### src/rtl/sdp_ram_rd_arb_pkg.sv
// Shared constants for the simple dual-port RAM read-arbitration controller:
// FSM state codes and helpers for the read latency and index widths.
package sdp_ram_rd_arb_pkg;

    localparam logic [1:0] ST_CLR   = 2'd0;
    localparam logic [1:0] ST_RUN   = 2'd1;
    localparam logic [1:0] ST_DRAIN = 2'd2;

    // Read latency of port B: one cycle for the array read, one more with the output register.
    function automatic int read_latency(input bit out_reg);
        return out_reg ? 2 : 1;
    endfunction

    function automatic int idx_width(input int n);
        return (n > 1) ? $clog2(n) : 1;
    endfunction

endpackage

### src/rtl/sdp_ram_rd_arb_rr_arb.sv
// NR-way round-robin arbiter: the search starts just after the last winner;
// the pointer moves only when a grant is issued.
module sdp_ram_rd_arb_rr_arb
    import sdp_ram_rd_arb_pkg::*;
#(
    parameter  int NR = 2,
    localparam int IW = idx_width(NR)
) (
    input  logic          Ck,
    input  logic          Rst_N,
    input  logic          en,
    input  logic [NR-1:0] req,
    output logic [NR-1:0] gnt,
    output logic          gnt_vld,
    output logic [IW-1:0] gnt_idx
);

    logic [IW-1:0] ptr;

    always_comb begin
        int            c;
        logic [IW-1:0] ci;
        // NOTE: every output gets a default first, so no path through the block infers a latch.
        gnt     = '0;
        gnt_vld = 1'b0;
        gnt_idx = '0;
        c       = 0;
        ci      = '0;
        // Scan farthest candidate first so the nearest requester after ptr wins the last write.
        for (int k = NR; k >= 1; k--) begin
            c = int'(ptr) + k;
            if (c >= NR) c = c - NR;
            ci = c[IW-1:0];
            if (en && req[ci]) begin
                gnt_vld = 1'b1;
                gnt_idx = ci;
            end
        end
        if (gnt_vld) gnt[gnt_idx] = 1'b1;
    end

    always_ff @(posedge Ck) begin
        if (!Rst_N)       ptr <= IW'(NR - 1);
        else if (gnt_vld) ptr <= gnt_idx;
    end

endmodule

### src/rtl/sdp_ram_rd_arb.sv
// Controller for one simple dual-port block RAM: array clear, one write stream,
// and round-robin sharing of the registered read port with latency-matched responses.
module sdp_ram_rd_arb
    import sdp_ram_rd_arb_pkg::*;
#(
    parameter int    AW      = 4,
    parameter int    DW      = 8,
    parameter int    NR      = 2,
    parameter string OR      = "TRUE",
    parameter bit    CLR_RST = 1'b1
) (
    input  logic             Ck,
    input  logic             Rst_N,
    input  logic             Clr_Req,
    output logic             Clr_Busy,
    input  logic             Wr_Vld,
    output logic             Wr_Rdy,
    input  logic [AW-1:0]    Wr_Ad,
    input  logic [DW-1:0]    Wr_D,
    input  logic [NR-1:0]    Rq_Vld,
    output logic [NR-1:0]    Rq_Rdy,
    input  logic [NR*AW-1:0] Rq_Ad,
    output logic [NR-1:0]    Rs_Vld,
    output logic [DW-1:0]    Rs_D,
    output logic             A_CE,
    output logic             A_WE,
    output logic [AW-1:0]    A_Ad,
    output logic [DW-1:0]    A_WD,
    output logic             B_CE,
    output logic [AW-1:0]    B_Ad,
    input  logic [DW-1:0]    B_RD
);

    localparam int RL = read_latency(OR == "TRUE");
    localparam int IW = idx_width(NR);

    logic [1:0]    state;
    logic [AW-1:0] clr_cnt;
    logic          run;
    logic          arb_vld;
    logic [IW-1:0] arb_idx;
    logic [NR-1:0] arb_gnt;
    logic [RL-1:0] tag_vld;
    logic [IW-1:0] tag_idx [RL];

    // Every output is forced low while reset is asserted, including the combinational ones.
    assign run      = Rst_N && (state == ST_RUN);
    assign Clr_Busy = Rst_N && (state != ST_RUN);
    assign Wr_Rdy   = run;
    assign Rq_Rdy   = arb_gnt;
    assign B_CE     = Rst_N;
    assign B_Ad     = arb_vld ? Rq_Ad[arb_idx*AW +: AW] : '0;
    assign Rs_Vld   = (Rst_N && tag_vld[RL-1]) ? (NR'(1) << tag_idx[RL-1]) : '0;
    assign Rs_D     = (Rst_N && tag_vld[RL-1]) ? B_RD : '0;

    sdp_ram_rd_arb_rr_arb #(.NR(NR)) u_rr_arb (
        .Ck      (Ck),
        .Rst_N   (Rst_N),
        .en      (run),
        .req     (Rq_Vld),
        .gnt     (arb_gnt),
        .gnt_vld (arb_vld),
        .gnt_idx (arb_idx)
    );

    always_comb begin
        A_CE = 1'b0;
        A_WE = 1'b0;
        A_Ad = '0;
        A_WD = '0;
        if (Rst_N && state == ST_CLR) begin
            A_CE = 1'b1;
            A_WE = 1'b1;
            A_Ad = clr_cnt;
        end else if (run) begin
            A_CE = Wr_Vld;
            A_WE = Wr_Vld;
            A_Ad = Wr_Ad;
            A_WD = Wr_D;
        end
    end

    always_ff @(posedge Ck) begin
        if (!Rst_N) begin
            state   <= CLR_RST ? ST_CLR : ST_RUN;
            clr_cnt <= '0;
        end else begin
            case (state)
                ST_CLR: begin
                    clr_cnt <= clr_cnt + 1'b1;
                    if (clr_cnt == '1) state <= ST_RUN;
                end
                ST_RUN:   if (Clr_Req) state <= ST_DRAIN;
                ST_DRAIN: if (tag_vld == '0) state <= ST_CLR;
                default:  state <= ST_RUN;
            endcase
        end
    end

    // NOTE: only the valid bits of the tag pipe need reset; the index bits are ignored while invalid.
    always_ff @(posedge Ck) begin
        if (!Rst_N) begin
            tag_vld <= '0;
        end else begin
            tag_vld[0] <= arb_vld;
            for (int s = 1; s < RL; s++) tag_vld[s] <= tag_vld[s-1];
        end
    end

    always_ff @(posedge Ck) begin
        tag_idx[0] <= arb_idx;
        for (int s = 1; s < RL; s++) tag_idx[s] <= tag_idx[s-1];
    end

endmodule

### config.mk
export PLATFORM = sky130hd
export DESIGN_NAME = sdp_ram_rd_arb
export DESIGN_NICKNAME = d
export VERILOG_FILES = /design/src/rtl/sdp_ram_rd_arb_pkg.sv /design/src/rtl/sdp_ram_rd_arb_rr_arb.sv /design/src/rtl/sdp_ram_rd_arb.sv
export SDC_FILE = /design/constraint.sdc
export NUM_CORES = 1
export LEC_CHECK = 0
export ABC_AREA = 1
export CAP_MARGIN = 30
export CORE_AREA = 2 2 60 62
export CTS_CLUSTER_DIAMETER = 150
export DETAILED_ROUTE_END_ITERATION = 8
export DIE_AREA = 0 0 62 64
export HOLD_SLACK_MARGIN = 0.02
export PLACE_DENSITY = 0.66
export SYNTH_ARGS = -nofsm -noshare
export SYNTH_HDL_FRONTEND = slang
export SYNTH_SLANG_ARGS = --single-unit
### constraint.sdc
create_clock -name Ck -period 1.3 [get_ports Ck]
set_input_delay 0.195 -clock Ck [delete_from_list [all_inputs] [get_ports Ck]]
set_output_delay 0.195 -clock Ck [all_outputs]
set_load 0.02 [all_outputs]
# Yosys cells after proc, flatten, opt, wreduce, memory -nomap -nowiden
# Memory sizes are Yosys's and may differ from the RTL's.
# Index checks and enable logic that the tools add are counted.
dict set report word_totals {
  ram_bits 2
  memories 1
  output_inout_bits 33
  reg_bits 9
}
dict set report classes {
  reduce_logical 10
  eq_ne 7
  muxes 26
  n_shift 2
  add_sub_neg 5
  order_cmp 6
}
# memory depth word_bits read_ports rd_clocked_by_memory_dff wr line
set mem_list {}
lappend mem_list {tag_idx 2 1 2 0 2 sdp_ram_rd_arb.sv:44} ;# logic [IW-1:0] tag_idx [RL];
# operator n
set ops {}
lappend ops {{$mux 8} 3}
lappend ops {{$mux 1} 13}
lappend ops {{$mux 4} 3}
lappend ops {{$mux 2} 5}
lappend ops {{$shiftx 8x4->4} 1}
lappend ops {{$logic_and 1x1->1} 7}
lappend ops {{$lt 1x2->1 const B} 3}
lappend ops {{$pmux 2 s3} 1}
lappend ops {{$add 4x1->4 const B} 1}
lappend ops {{$eq 4x4->1 const B} 1}
lappend ops {{$logic_not 2->1} 2}
lappend ops {{$ne 2x1->1 const B} 2}
lappend ops {{$ne 2x2->1 const B} 2}
lappend ops {{$add 1x2->3 const B} 1}
lappend ops {{$ge 3x2->1 const B} 1}
lappend ops {{$reduce_and 3->1} 1}
lappend ops {{$add 1x1->2 const B} 1}
lappend ops {{$eq 2x1->1 const B} 1}
lappend ops {{$eq 2x2->1 const B} 1}
lappend ops {{$ge 2x2->1 const B} 1}
lappend ops {{$shl 1x1->2 const A} 1}
lappend ops {{$sub 1x1->1 const B} 2}
lappend ops {{$demux 1 s1} 1}
lappend ops {{$ge 1x1->1 const B} 1}

# Logic depth before layout (Yosys ltp)
# Gate-level depths: netlist of run 1.
dict set report logic_depth {
  ltp_word 13
  ltp_mapped 8
  ltp_nobuf 8
}

# By module
# From an unflattened synthesis of run 1, not the netlist that was laid out.
dict set report hier_totals {
  hier_cells 136
  area_unflattened_um2 810.8
}
# mod seq_area_each_um2 n_inst area_each_um2 cells_per_inst
set by_module_without_submodules {}
lappend by_module_without_submodules {sdp_ram_rd_arb 200.2 1 735.7 124}
lappend by_module_without_submodules {sdp_ram_rd_arb_rr_arb 20.0 1 75.1 12}

# Least setup slack after synthesis of run 1
# No wires, ideal clock.
dict set report synth_path {
  path_kind {register -> output}
  startpoint {register state[1]}
  endpoint {output Rq_Rdy[1]}
  n_path_buf 1
  stages_incl_launch_ff 6
  arrival_ns 1.384
  slack_ns -0.279
  required_ns 1.105
  path_cell_list {dfxtp_1 inv_1 ha_1 nand2_2 buf_2 a211oi_1}
}
dict set report synth_via {
  elab_chain_cells 10
}
# item line
set synth_rtl {}
lappend synth_rtl {{start: declaration} sdp_ram_rd_arb.sv:37} ;# logic [1:0] state;
lappend synth_rtl {{start signal: assignment} sdp_ram_rd_arb.sv:85} ;# state <= CLR_RST ? ST_CLR : ST_RUN;
lappend synth_rtl {{$eq 2x1->1 *} sdp_ram_rd_arb.sv:47} ;# assign run = Rst_N && (state == ST_RUN);
lappend synth_rtl {{$logic_and 1x1->1 *} sdp_ram_rd_arb.sv:47}
lappend synth_rtl {{$logic_and 1x1->1} sdp_ram_rd_arb_rr_arb.sv:34} ;# if (en && req[ci]) begin
lappend synth_rtl {{$mux 1 (2 in a row)} sdp_ram_rd_arb_rr_arb.sv:34}
lappend synth_rtl {{$lt 1x2->1 (not written as such) or $ge 1x1->1 (tied branches)} sdp_ram_rd_arb_rr_arb.sv:39} ;# if (gnt_vld) gnt[gnt_idx] = 1'b1;
lappend synth_rtl {{$logic_and 1x1->1 (not written as such)} sdp_ram_rd_arb_rr_arb.sv:39}
lappend synth_rtl {{$mux 1 (not written as such)} sdp_ram_rd_arb_rr_arb.sv:39}
lappend synth_rtl {{$demux 1 s1} -}
lappend synth_rtl {{$mux 2 *} sdp_ram_rd_arb_rr_arb.sv:39}
lappend synth_rtl {{end: declaration} sdp_ram_rd_arb.sv:21} ;# output logic [NR-1:0] Rq_Rdy,
# Mark *: on every way between the ends. The rest lies on a longest branch, timed or not.

# Worst setup path after layout of run 1
dict set report layout_path {
  startpoint {register state[1]}
  endpoint {output A_Ad[0]}
}
dict set report layout_via {
  elab_chain_cells 4
}
# item line
set layout_rtl {}
lappend layout_rtl {{$eq 2x1->1} sdp_ram_rd_arb.sv:47}
lappend layout_rtl {{$logic_and 1x1->1} sdp_ram_rd_arb.sv:47}
lappend layout_rtl {{$mux 4} sdp_ram_rd_arb.sv:75} ;# end else if (run) begin
lappend layout_rtl {{$mux 4 *} sdp_ram_rd_arb.sv:71} ;# if (Rst_N && state == ST_CLR) begin
lappend layout_rtl {{end: declaration} sdp_ram_rd_arb.sv:27} ;# output logic [AW-1:0] A_Ad,
# Marks and branches as above.

==> run metrics, run 1 <==
status finished with violations; failing checks negative setup slack; Post-CTS Hold Fix Bufs 0; fin cells approximately 280; vias per inst 4.10; largest net degree at the start of global routing 14; antenna violations before repair 0; peak fanout along the critical path 5; hold path cells 0; CTS tree yes; Total Die Area about 0.004 mm²; Root Buffer clkbuf_4; slew margin rel. 80.9%; EDFF count, synth 0; fin. max-slew vios 0; crit-path cells inv_4, buf_4, ha_4, buf_6, nand2_2, o21ai_2, buf_6; Setup crit start kind register; num ports 67; clk buf depth 2; pin slew with the least headroom to its limit between 0.2 and 0.3 ns; top cells by count, synth nand2_1 (36), nor2_1 (27), inv_1 (21); CTS clk-pin slew, worst paths 0.07 ns; Leak Pwr approximately 1 nW; Setup-failing EPs final 27; Syn. warnings 0; post-synthesis cell count between 100 and 150; 1st-iter DRT viols 17; Fmax about 0.61 GHz; CP peak stage delay between 0.3 and 0.4 ns; post-route setup slack -0.338 ns; DP HPWL 2050 µm; top-area cell type share of the netlist area between 20% and 30%; die height around 64 µm; routed len/inst between 10 and 15 µm; PwrDens approximately 1400 mW/mm²; row cnt 21; Post-synth top flop dfxtp_1; max_cap viols 0; leading area contributor after synthesis dfxtp_1; Worst Path Arrival approximately 1.4 ns; Antenna Cells 0; Synth Register Bits 11; Max rail drop VDD between 0.5 and 0.6 mV; first-pass GRT wire length 4740 µm; Worst setup EP type output port; area grow syn2layout 157%; via count approximately 1100; CORE AREA 0.00328 mm²; Tcrit/Tclk final 126%; Seq/Total Area, Yosys approximately 28%; Async SR Flop Fraction 0%; Worst Path Required 1.11 ns; Post-Syn Nets approximately 170; total gr overflow 0; Pre-antenna DRT Iters 4; mapped cell area roughly 800 µm²; Clock Sinks 11; Worst Reg2Reg Path Length in Cells 10; antenna viol nets, final 0; Initial Util between 20% and 30%; RSZ-0062 raised after global routing yes; die width approximately 62 µm; crit path max-delay cell type dfxtp_2; gpl congestion ~0.77; share of cells above drive strength 1 roughly 50%; worst min path class register to register; post-synthesis cell type count 19; Final min period 1.64 ns; ranking of synthesized cells by area dfxtp_1 (28%), nand2_1 (17%), nor2_1 (13%); Final Hold Fails 0; Design Power between 0.002 and 0.003 W; gr usage total about 15%; number of global-route vias before repair 1117; Setup Crit Path Kind register to output port; Layout Skew roughly 0.0040 ns; Clock Latency Late Sink about 0.27 ns; most numerous cell in the Yosys netlist nand2_1; DRC violations left 0; Avg Cell Area, Syn between 5 and 6 µm²; WL final roughly 3000 µm; port buffer count 66; H-tree Lvls 1; CTS buffer count 3; # nets final 271; number of placed instances, taps included 260; most used cell, CP buf_6
-- worst max-delay path: cells and delay by family, from the launching register on --
kind                       cells  cell delay, ns
buffers and inverters          4            0.42
DFF                            1            0.34
AOI/OAI and AO/OA              1            0.14
and+or+nand+nor                1            0.05
adders and majority gates      1            0.22
-- cell usage in the layout, fill, tap and decap left out, types with 4 or more instances in the layout --
master and instances:
buf_4 28, nand2_1 19, clkdlybuf4s50_1 32, nand2_2 7
dfxtp_1 8, nor2_4 9, nand2_4 12, o21ai_1 5
buf_6 28, nand3_2 4, inv_1 19, buf_2 9
nor2_1 17
-- cells by family after synthesis --
kind of cell               after synthesis  share of synthesized area [%]
adders and majority gates                5                           7.94
buffers and inverters                   28                           14.8
and+or+nand+nor                         76                           39.2
DFF                                     11                           27.9
AOI/OAI and AO/OA                       12                           10.2
-- metal layers --
layer	track usage [%]	up-vias	part of all wire (%)
li1	-	598	-
met1	19.0	506	40
met2	26.2	31	55
met3	2.83	2	4.6
met4	4.79	0	0.90
met5	0	-	0
-- repair_timing --
action | CTS | global route
resized for setup | 200 | 34
endpoints found under the setup margin | 36 | 36
cloned | 0 | 1
pin swaps | 18 | 14
setup buffers | 10 | 4
hold endpoints to repair | 0 | 0
-- final timing paths --
check | startpoint | endpoint | slack, ns
worst min register to register | tag_idx[0][0] | tag_idx[0][1] | 0.33
worst max register to register | state[1] | state[1] | -0.19
worst min-delay path | tag_idx[0][0] | tag_idx[0][1] | 0.33
worst max-delay path | state[1] | A_Ad[0] | -0.34
-- stage by stage --
step,hold WS [ns],worst slack (ns),cell area [µm²],setup TNS [ns],utilization [%]
6_report,0.328,-0.338,2030,-6.20,61.7
5_1_grt,0.338,-0.418,2030,-7.81,61.7
4_1_cts,0.328,-0.374,1900,-5.94,57.7
3_5_place_dp,0.312,-0.756,1730,-22.49,52.6
3_3_place_gp,0.311,-0.744,1730,-22.03,52.6
2_1_floorplan,0.306,-0.0946,888,-0.690,-
-- flip-flops by register name, indices dropped and copies added, names as in the netlist --
signal	flops
tag_vld	2
state	2
clr_cnt	4
u_rr_arb.ptr	1
tag_idx	2
-- power breakdown --
group	internal, W	switching (W)	total [W]
registers	0.000421	0.0000603	0.000482
logic	0.00102	0.00106	0.00207
clock network	0.000119	0.000112	0.000231
total	0.00156	0.00123	0.00279
-- final cells by class --
type	instances	area (µm²)
clock buffer	4	26.3
fill	295	1260
inverter	23	104
multi-input combinational	93	701
sequential	11	224
tap	46	57.6
timing repair buffer	99	908
timing repair inverter	1	6.26
No activity file was read; power rests on OpenSTA's default activity.
==> run 2, diff against run 1 <==
--- a/config.mk
+++ b/config.mk
@@ -6,7 +6,7 @@
 export NUM_CORES = 1
 export LEC_CHECK = 0
 export ABC_AREA = 1
-export CAP_MARGIN = 30
+export CAP_MARGIN = 20
 export CORE_AREA = 2 2 60 62
 export CTS_CLUSTER_DIAMETER = 150
 export DETAILED_ROUTE_END_ITERATION = 8
==> results of run 2 <==
No change in the layout: final DEF, timing and power equal those of run 1.
==> edit 1 (settings of run 1) <==
`DW`: 8 -> 6.
--- a/src/rtl/sdp_ram_rd_arb.sv
+++ b/src/rtl/sdp_ram_rd_arb.sv
@@ -6,3 +6,3 @@
     parameter int    AW      = 4,
-    parameter int    DW      = 8,
+    parameter int    DW      = 6,
     parameter int    NR      = 2,
Interface: changed (resized A_WD, B_RD, Rs_D and Wr_D); port bits go from 67 to 59. No check against the original RTL was run, so the function may have changed too.
==> edit 1 against run 1 <==
  * The run still ends with setup timing left
  * Worst setup slack worse by 0.076 ns
  * Core utilization shrank 5.9 points
  * First-iteration DRC count up 29%
  * Wire length fell by 2.7%
  * Power fell by 10%
  * Final area shrank 9.6%
  * Synthesized area fell by 1.3%
  * Register-to-register slack improved by 0.15 ns
  * Die area stayed put
  * Synthesized cell count fell by 6.1%
  * Sequential cell count stayed put
==> edit 1: results (changes against run 1) <==
[setup_path]
critPathArrivalTime_ns = 1.52  ; +0.08 ns
r2r_end = clr_cnt[1]$_SDFFE_PN0N_
crit_end = A_Ad[2]
reg2reg_depth = 7  ; -3
r2r_slack_ns = -0.04  ; +0.15 ns

[yosys]
ys_seq_area_share_pct = 28.3  ; +0.36 points
ys_top_cells_by_area = dfxtp_1, nand2_1, nor2_1, inv_1, ha_1
synth_compound_area_share_pct = 11.1  ; +0.93 points
synth_nets = 159  ; -7.0%
synth_cell_type_count = 21  ; +2
synth_commonest_cells = nand2_1, nor2_1, inv_1

[grt]
grt_first_pass_wirelength_um = 4810  ; +1.5%
track_usage_pct = 15.6  ; +0.22 points
grt_pass1_vias = 1097  ; -1.8%
met1_usage_pct = 16.8  ; -2.2 points
grt_antenna_before_repair = 0  ; unchanged
grt_max_degree = 9  ; -5
grt.met2_usage_pct = 29.4  ; +3.3 points
met3_usage_pct = 4.25  ; +1.4 points

[route]
detail_route.vias_per_cell = 4.25  ; +3.5%
totalWireLength_um = 2920  ; -2.7%
drt_iter0_drc = 22  ; +5
wl_met2_um = 1740  ; +5.8%
wl_met1_um = 1040  ; -13%
wl_met3_um = 131  ; -5.8%
num_vias = 1058  ; -6.9%

[placed_design]
dpl_cell_area_mm2 = 0.00170  ; -1.5%
place.gp.congestion = 0.723  ; -6.4%
dp_hpwl_um = 2270  ; +11%
pre_cts_ws_ns = -0.845  ; -0.0897 ns
port-buffer-count = 58  ; -12%

[sta]
worst_slew_pin_slew_ns = 0.257  ; -0.0283 ns
clock_skew_ns = 0.00505  ; +0.00109 ns
setup_violations = 22  ; -19%
layout_setup_ws_ns = -0.415  ; -0.0765 ns

[run_status]
violations = setup timing
status = complete, but fails checks

[final_layout]
fin_nets = 239  ; -12%
fillers = 306  ; +3.7%

[power_and_ir_drop]
cellLeakagePower_uw = 0.000890  ; -12%
p_int_uw = 1370  ; -12%
ir_worst_vdd_mv = 0.470  ; -20%

-- edit 1: changes by cell type after synthesis, sizes merged --
cell,change
nand2,-2
nor2,-4
inv,-3
clkinv,+1
-- edit 1: kinds of logic (layout without fill, tap and decap cells) --
logic type	after synthesis	after routing
AO/OA/AOI/OAI	12	12
flip-flops	11	11
adder cells (fa/ha/maj)	5	5
AND/OR/NAND/NOR	70	70
buffers and inverters	26	105
-- edit 1: timing repair --
| item | 4_1_cts | 5_1_grt |
|---|---|---|
| pin swaps | 10 | 4 |
| resized for setup | 160 | 21 |
| endpoints found under the setup margin | 31 | 31 |
| setup buffers | 3 | 0 |
| cloned | 1 | 0 |
-- edit 1: cell type report --
cell class              instances  area, µm²  area share [%]
inverters                      21       98.8            5.40
multi-input cells              87        687            37.5
clock inverters                 1       5.00           0.273
clock buffers                   3       22.5            1.23
repair inverters                1       7.51           0.410
well taps                      46       57.6            3.14
flip-flops and latches         11        228            12.4
repair buffers                 79        726            39.6
-- edit 1: power groups by stage --
stage	combinational, µW	sequential, µW	clock, µW
2_1_floorplan	862	475	0
3_3_place_gp	1410	476	0
3_5_place_dp	1450	478	0
4_1_cts	1640	483	246
5_1_grt	1900	512	262
6_report	1760	502	232
-- edit 1: critical path, cell delays in order (launching register included) --
cell and delay (ns):
dfxtp_2 0.34, inv_4 0.06, buf_4 0.13, ha_4 0.21
clkinvlp_4 0.20, nand3_2 0.12, o21ai_2 0.06, buf_6 0.13
-- edit 1: per-stage QoR --
stage,hold WS (ns),TNS [ns],total power [µW]
after floorplan,0.310,-0.332,1340
after CTS,0.336,-7.05,2370
final,0.335,-7.07,2500
after global routing,0.348,-8.54,2680
after global placement,0.317,-21.11,1880
after detailed placement,0.317,-21.90,1930
==> edit 2 (flow settings as in run 1) <==
Without the edit above. Reset style: asynchronous (`Rst_N`), changed in 3 clocked blocks.
--- a/src/rtl/sdp_ram_rd_arb_rr_arb.sv
+++ b/src/rtl/sdp_ram_rd_arb_rr_arb.sv
@@ -41,3 +41,3 @@
 
-    always_ff @(posedge Ck) begin
+    always_ff @(posedge Ck or negedge Rst_N) begin
         if (!Rst_N)       ptr <= IW'(NR - 1);
--- a/src/rtl/sdp_ram_rd_arb.sv
+++ b/src/rtl/sdp_ram_rd_arb.sv
@@ -82,3 +82,3 @@
 
-    always_ff @(posedge Ck) begin
+    always_ff @(posedge Ck or negedge Rst_N) begin
         if (!Rst_N) begin
@@ -100,3 +100,3 @@
     // NOTE: only the valid bits of the tag pipe need reset; the index bits are ignored while invalid.
-    always_ff @(posedge Ck) begin
+    always_ff @(posedge Ck or negedge Rst_N) begin
         if (!Rst_N) begin
Formal check against the unedited RTL: same outputs for any inputs over 10 cycles, from zero or initial values and one cycle with Rst_N low; that may be too few to reach the edited logic, so the function may still have changed.
==> edit 2 against run 1 <==
  * The flow still finishes with violations (setup timing)
  * Clock power shrank 2%
  * Non-clock buffer count is 8 lower
  * Sequential cell count unchanged
  * Synthesized area increased by 4.8%
  * Register-to-register slack better by 0.02 ns
  * Global-route usage shrank 0.16 points
  * Wire length decreased by 3.6%
  * Count of clock-buffer cells in the layout unchanged
  * Clock skew shrank 0.00099 ns
  * Power is 7.3% higher
  * Worst hold slack worse by 0.018 ns
  * Critical path depth grew 3
  * Worst setup slack worse by 0.15 ns
  * Final area fell by 2.8%
  * Critical path type unchanged
  * Critical endpoint is now B_Ad[2]
==> edit 2: results (changes against run 1) <==
[run_status]
violations = setup timing
status = complete, but fails checks

[clock_network]
cts_resized = 190  ; -5.0%

[sta]
setup_tns_ns = -12.90  ; -6.70 ns
clock_skew_ns = 0.00297  ; -0.000986 ns
worst_slew_pin_slew_ns = 0.251  ; -0.0338 ns
layout_setup_ws_ns = -0.490  ; -0.152 ns
setup_violations = 36  ; +33%
whs_ns = 0.311  ; -0.0177 ns

[final_layout]
fin_area_mm2 = 0.00197  ; -2.8%
nonClockBufferCount = 91  ; -8.1%
fillers = 300  ; +1.7%
buf_share_pct = 45.6  ; +0.77 points
inverters = 32  ; +33%
multi_input_area_share_pct = 29.7  ; -4.9 points
drive_above_1_share_pct = 49.3  ; -0.92 points
clkCellAreaFrac_pct = 1.33  ; +0.037 points
num-multi-input-gates = 75  ; -19%
area.share.sequential_pct = 13.6  ; +2.5 points

[grt]
grt_pass1_vias = 1055  ; -5.6%
grt_max_degree = 11  ; -3
track_usage_pct = 15.2  ; -0.16 points

[setup_path]
startpoint = state[1]$_DFFE_PN0P_
r2r_slack_ns = -0.17  ; +0.02 ns
r2r_end = clr_cnt[3]$_DFFE_PN0N_
crit_end = B_Ad[2]
cp_max_fo = 6  ; +1

[placed_design]
dpl_cell_area_mm2 = 0.00181  ; +4.4%
pre_cts_ws_ns = -0.843  ; -0.0875 ns
place.gp.congestion = 0.717  ; -7.1%
dp_hpwl_um = 2310  ; +12%

[route]
totalWireLength_um = 2890  ; -3.6%
wl_met1_um = 980  ; -18%
detail_route.vias_per_cell = 4.20  ; +2.2%
wl_met3_um = 244  ; +76%

[yosys]
synthCells = 122  ; -7.6%
synth_adder_area_share_pct = 7.58  ; -0.36 points
ys_async_sr_fraction_pct = 81.8  ; +82 points
synth_nets = 161  ; -5.8%
synth_flop_cell = dfrtp_1
ys_seq_area_share_pct = 32.3  ; +4.3 points
synth_compound_area_share_pct = 6.21  ; -3.9 points
synth_commonest_cells = inv_1, nand2_1, nor2_1
synth_xor_xnor_area_share_pct = 3.18  ; +3.2 points

[power_and_ir_drop]
cellLeakagePower_uw = 0.000977  ; -2.9%

[hold_path]
hold_class = input pin to async pin

-- edit 2: worst max-delay path, cell delays in order, from the launching register on --
cell and delay (ns):
dfrtp_1 0.40, inv_2 0.09, ha_4 0.15, nand2_4 0.06
buf_12 0.14, clkinv_8 0.04, nand3_4 0.10, inv_4 0.11
nand2_2 0.06, nand2_2 0.06, buf_6 0.11
-- edit 2: metal layers --
layer,GRT usage (%),up-vias
met3,4.66,4
met5,0,-
met4,7.71,0
met2,28.0,51
met1,14.3,491
li1,-,541
-- edit 2: cell families after synthesis --
group,Yosys count
AO/OA/AOI/OAI,9
XOR/XNOR,3
adder cells (fa/ha/maj),5
buffers and inverters,36
flip-flops,11
AND/OR/NAND/NOR,58
-- edit 2: power by group through the flow --
stage               registers, µW  clock network [µW]  logic [µW]
floorplan                     580                   0         987
global route                  602                 262        2360
CTS                           580                 239        2130
global placement              574                   0        1890
finish                        587                 227        2180
detailed placement            577                   0        1940
